[config.mk]
export PLATFORM = sky130hd
export DESIGN_NAME = ttt_board_judge
export DESIGN_NICKNAME = d
export VERILOG_FILES = /design/src/rtl/ttt_board_judge.sv
export SDC_FILE = /design/constraint.sdc
export NUM_CORES = 1
export LEC_CHECK = 0
export ABC_AREA = 0
export BUFFER_PORTS_ARGS = -buffer_cell sky130_fd_sc_hd__buf_2
export CORE_MARGIN = 5
export CORE_UTILIZATION = 45
export CTS_CLUSTER_DIAMETER = 200
export DETAILED_ROUTE_END_ITERATION = 16
export HOLD_SLACK_MARGIN = 0.06
export PLACE_DENSITY = 0.75
export RECOVER_POWER = 100
export SETUP_SLACK_MARGIN = 0.02
export SKIP_CTS_REPAIR_TIMING = 1
export SLEW_MARGIN = 20
export SYNTH_ARGS = -nofsm -noshare
export SYNTH_HDL_FRONTEND = slang
export SYNTH_SLANG_ARGS = --single-unit
export TNS_END_PERCENT = 1
[constraint.sdc]
create_clock -name clk -period 7.2 [get_ports clk]
set_input_delay 1.08 -clock clk [delete_from_list [all_inputs] [get_ports clk]]
set_output_delay 1.08 -clock clk [all_outputs]
set_load 0.005 [all_outputs]
[src/rtl/ttt_board_judge.sv]
// Sequential 3x3 Tic-Tac-Toe judge: snapshots the board on start and scans
// one winning line per cycle. Define TTT_JUDGE_EARLY_EXIT_EN to stop at the first win.
module ttt_board_judge #(
  parameter int NCELL = 9
) (
  input  logic             clk,
  input  logic             reset,
  input  logic             start,
  input  logic [NCELL-1:0] cell_valid,
  input  logic [NCELL-1:0] cell_symbol,
  output logic             busy,
  output logic             done,
  output logic             winner_valid,
  output logic             winner_symbol,
  output logic [2:0]       win_line,
  output logic [7:0]       win_mask,
  output logic             draw,
  output logic [1:0]       dbg_state
);

  // Handshake: start is sampled only while idle (busy low); done pulses for
  // exactly one cycle, and result outputs hold until the next accepted start.
  typedef enum logic [1:0] {
    IDLE = 2'd0,
    SCAN = 2'd1,
    DONE = 2'd2
  } state_t;

  state_t           state, state_next;
  logic [2:0]       idx;
  logic [NCELL-1:0] snap_v, snap_s;
  logic [3:0]       ca, cb, cc;
  logic             line_win;
  logic             scan_last;

  assign dbg_state = state;

  // Cell indices (row*3+col) of the line currently being scanned.
  always_comb begin
    ca = 4'd0;
    cb = 4'd0;
    cc = 4'd0;
    case (idx)
      3'd0: begin ca = 4'd0; cb = 4'd1; cc = 4'd2; end
      3'd1: begin ca = 4'd3; cb = 4'd4; cc = 4'd5; end
      3'd2: begin ca = 4'd6; cb = 4'd7; cc = 4'd8; end
      3'd3: begin ca = 4'd0; cb = 4'd3; cc = 4'd6; end
      3'd4: begin ca = 4'd1; cb = 4'd4; cc = 4'd7; end
      3'd5: begin ca = 4'd2; cb = 4'd5; cc = 4'd8; end
      3'd6: begin ca = 4'd0; cb = 4'd4; cc = 4'd8; end
      default: begin ca = 4'd2; cb = 4'd4; cc = 4'd6; end
    endcase
  end

  assign line_win = snap_v[ca] & snap_v[cb] & snap_v[cc] &
                    (snap_s[ca] == snap_s[cb]) & (snap_s[cb] == snap_s[cc]);

  always_ff @(posedge clk) begin
    if (reset) state <= IDLE;
    else       state <= state_next;
  end

  always_comb begin
    state_next = state;
    busy       = 1'b0;
    done       = 1'b0;
    scan_last  = 1'b0;
    case (state)
      IDLE: if (start) state_next = SCAN;
      SCAN: begin
        busy = 1'b1;
`ifdef TTT_JUDGE_EARLY_EXIT_EN
        scan_last = (idx == 3'd7) || line_win;
`else
        scan_last = (idx == 3'd7);
`endif
        if (scan_last) state_next = DONE;
      end
      DONE: begin
        busy       = 1'b1;
        done       = 1'b1;
        state_next = IDLE;
      end
      default: state_next = IDLE;
    endcase
  end

  always_ff @(posedge clk) begin
    if (reset) begin
      idx           <= 3'd0;
      snap_v        <= '0;
      snap_s        <= '0;
      winner_valid  <= 1'b0;
      winner_symbol <= 1'b0;
      win_line      <= 3'd0;
      win_mask      <= 8'd0;
      draw          <= 1'b0;
    end else begin
      case (state)
        IDLE: if (start) begin
          snap_v        <= cell_valid;
          snap_s        <= cell_symbol;
          idx           <= 3'd0;
          winner_valid  <= 1'b0;
          winner_symbol <= 1'b0;
          win_line      <= 3'd0;
          win_mask      <= 8'd0;
          draw          <= 1'b0;
        end
        SCAN: begin
          if (line_win) begin
            win_mask[idx] <= 1'b1;
            // Lines are scanned in ascending order, so the first hit is the lowest index.
            if (!winner_valid) begin
              winner_valid  <= 1'b1;
              winner_symbol <= snap_s[ca];
              win_line      <= idx;
            end
          end
          if (scan_last) draw <= !(winner_valid || line_win) && (&snap_v);
          else           idx  <= idx + 3'd1;
        end
        default: ;
      endcase
    end
  end

endmodule

==> results.md <==
* Number of I/O pins at 39
* First-pass GRT wire length at 9620 um
* Register area share after synthesis at 33.3%
* Yosys warning count at 0
* Clock Skew at 0.00834 ns
* Cell Area, Synth at 2230 um2
* Final slew viol count at 0
* Drt via density at 5.67
* Starting Density at 46.8%
* Slew at the pin closest to its max-slew limit at 0.992 ns
* Router iterations before antenna repair at 5
* Worst-path fanout max at 29
* Core ar. at 4750 um2
* Layout Cells excl Fill at 388
* Hold path start: win_mask[0]$_SDFFE_PP0P_
* Fillers at 496
* RR Endpoint: win_line[1]$_SDFFE_PP0P_
* GRT Util Overall at 18.9%
* Residual DRC at 0
* RSZ-0062 raised after global routing: false
* Synth Instances at 290
* Layout cell share with drive strength beyond 1 at 14.6%
* Setup slack after layout at 3.37 ns
* I/O Buffers at 38
* Final setup fails at 0
* Dpl hpwl at 4000 um
* Die Y at 80.3 um
* GP Congestion at 0.901
* Vias in the first global route at 2045
* PD cells at 179 nW/um2
* Worst skew pair latency at 0.30 ns
* Number of synthesized flops with an enable pin at 0
* Max-cap violations at 0
* Vias after detailed routing at 2201
* CP endpoint kind: flip-flop
* Rel. slew slack at 33.8%
* GRT overflow at 0
* Antenna Cells at 0
* Post-route ant nets at 0
* Reg2reg setup slack at 3.37 ns
* Final hold slack at 0.478 ns
* Achievable frequency at 261 MHz
* Crit share post-route at 53.2%
* Yosys top cell area share at 33.3%
* Arrival time worst endpoint at 4.06 ns
* Syn nets at 320
* CTS Buf Count at 5
* Top cells by area, synth: dfxtp_1, nand2_1, a21oi_1
* Layout area overhead at 11.7%
* WP data required at 7.43 ns
* Die ar. at 6450 um2
* DP Worst Slack at 3.66 ns
* Setup Crit Path Kind: flip-flop to flip-flop
* Post-synthesis cell type count at 56
* Hold Crit Class: flip-flop to flip-flop
* Outcome: complete, no violations
* Yosys reg bits at 37
* Static Leak at 0.000973 uW
* Fin crit period at 3.83 ns
* Count leader, synth: nand2_1
* Startpoint Class: flip-flop
* Reg2Reg Depth at 10
* Predominant post-synthesis flop cell: dfxtp_1
* Hold Fails Final Rpt at 0
* R2r startpoint: idx[2]$_SDFFE_PP0P_
* Drt wl/cell at 14.8 um
* Initial antenna violation count at 0
* Longest Clk Path Bufs at 2
* Worst hold endpoint: win_mask[0]$_SDFFE_PP0P_
* Largest net degree at the start of global routing at 32
* Peak VDD IR at 0.000101 V
* Row cnt at 25
* Setup TNS at 0 ns
* Post-synth top area cell: dfxtp_1
* Initial DRC count at 204
* Synthesized area per cell at 7.68 um2
* Root Driver: clkbuf_8
* Total Wirelength at 5750 um
* Inst Count DP at 380
* Worst Hold Depth at 1
* Fin nets at 350
* CTS sink count at 37
* CTS tree: yes
* CTS H-tree lvls at 2
* Die width at 80.3 um
* Synth async-reset ratio at 0%
* Reg clk slew, reported paths at 0.08 ns
* Top post-synthesis cells by count: nand2_1, dfxtp_1, a21oi_1, nor2_1, inv_1
[sequential cells by signal, indices dropped and copies added, names as in the netlist]
| signal | cells |
|---|---|
| win_mask | 8 |
| snap_s | 9 |
| winner_symbol | 1 |
| draw | 1 |
| snap_v | 9 |
| winner_valid | 1 |
| dbg_state | 2 |
| idx | 3 |
| win_line | 3 |
[how the worst max path moves through the flow]
stage,startpoint,endpoint,cells after the start
floorplan,idx[2]$_SDFFE_PP0P_,win_line[1]$_SDFFE_PP0P_,13
global placement,idx[2]$_SDFFE_PP0P_,win_line[1]$_SDFFE_PP0P_,10
global route,idx[2]$_SDFFE_PP0P_,winner_valid$_SDFFE_PP0P_,10
CTS,idx[2]$_SDFFE_PP0P_,winner_valid$_SDFFE_PP0P_,10
detailed placement,idx[2]$_SDFFE_PP0P_,winner_valid$_SDFFE_PP0P_,10
finish,idx[2]$_SDFFE_PP0P_,win_line[1]$_SDFFE_PP0P_,10
[power by group]
group | total, uW | switching (uW) | internal (uW)
sequential | 221 | 8.86 | 212
clock | 144 | 77.5 | 66.8
combinational | 80.5 | 49.4 | 31.2
[through the flow]
step / instance area (um2) / util (%) / total power [uW]
floorplan: 2230 / - / 285
global placement: 2430 / 51.0 / 306
detailed placement: 2430 / 51.0 / 307
CTS: 2510 / 52.8 / 451
global route: 2490 / 52.3 / 473
finish: 2490 / 52.3 / 446
[layout make-up]
cell class	instances	area, um2	share of cell area [%]
Sequential cell	37	741	29.8
Tap cell	67	83.8	3.37
Inverter	11	41.3	1.66
Clock buffer	5	68.8	2.77
Multi-Input combinational cell	226	1350	54.3
Timing Repair Buffer	39	185	7.45
Clock inverter	3	17.5	0.705
[routing by layer]
| layer | vias to the layer above | part of all wire (%) | GRT usage (%) |
|---|---|---|---|
| li1 | 1094 | - | - |
| met1 | 1022 | 44 | 24.4 |
| met3 | 12 | 6.6 | 5.16 |
| met4 | 0 | 1.9 | 6.76 |
| met2 | 73 | 48 | 30.2 |
| met5 | - | 0 | 0 |
[layout by cell type (no fill, tap or decap), drive strengths merged, types with 4 or more instances in the layout]
master	count
a32o	4
a21oi	31
nand3	5
or3	4
clkbuf	14
buf	30
nor3	8
inv	11
dfxtp	37
a211oi	4
ha	9
nor2	23
a31oi	5
o21ai	10
nand2b	7
nand2	63
mux2i	7
[worst max-delay path, stage by stage, from the launching register on]
cell	delay, ns
dfxtp_1	0.97
inv_1	0.26
ha_1	0.29
or3_1	0.36
and2_0	0.22
mux2i_1	0.14
a221oi_1	0.47
and3_1	0.25
o211ai_1	0.21
or3_1	0.41
a31oi_1	0.15
[cell families (layout without fill, tap and decap cells)]
kind of cell	after synthesis	after routing	share of synthesized area [%]
mux	8	8	3.82
buf+inv	27	58	5.51
flops	37	37	33.3
fa+ha+maj	9	9	5.06
compound gates	81	81	25.3
simple gates	128	128	27.0
(Power assumes the default switching activity.)
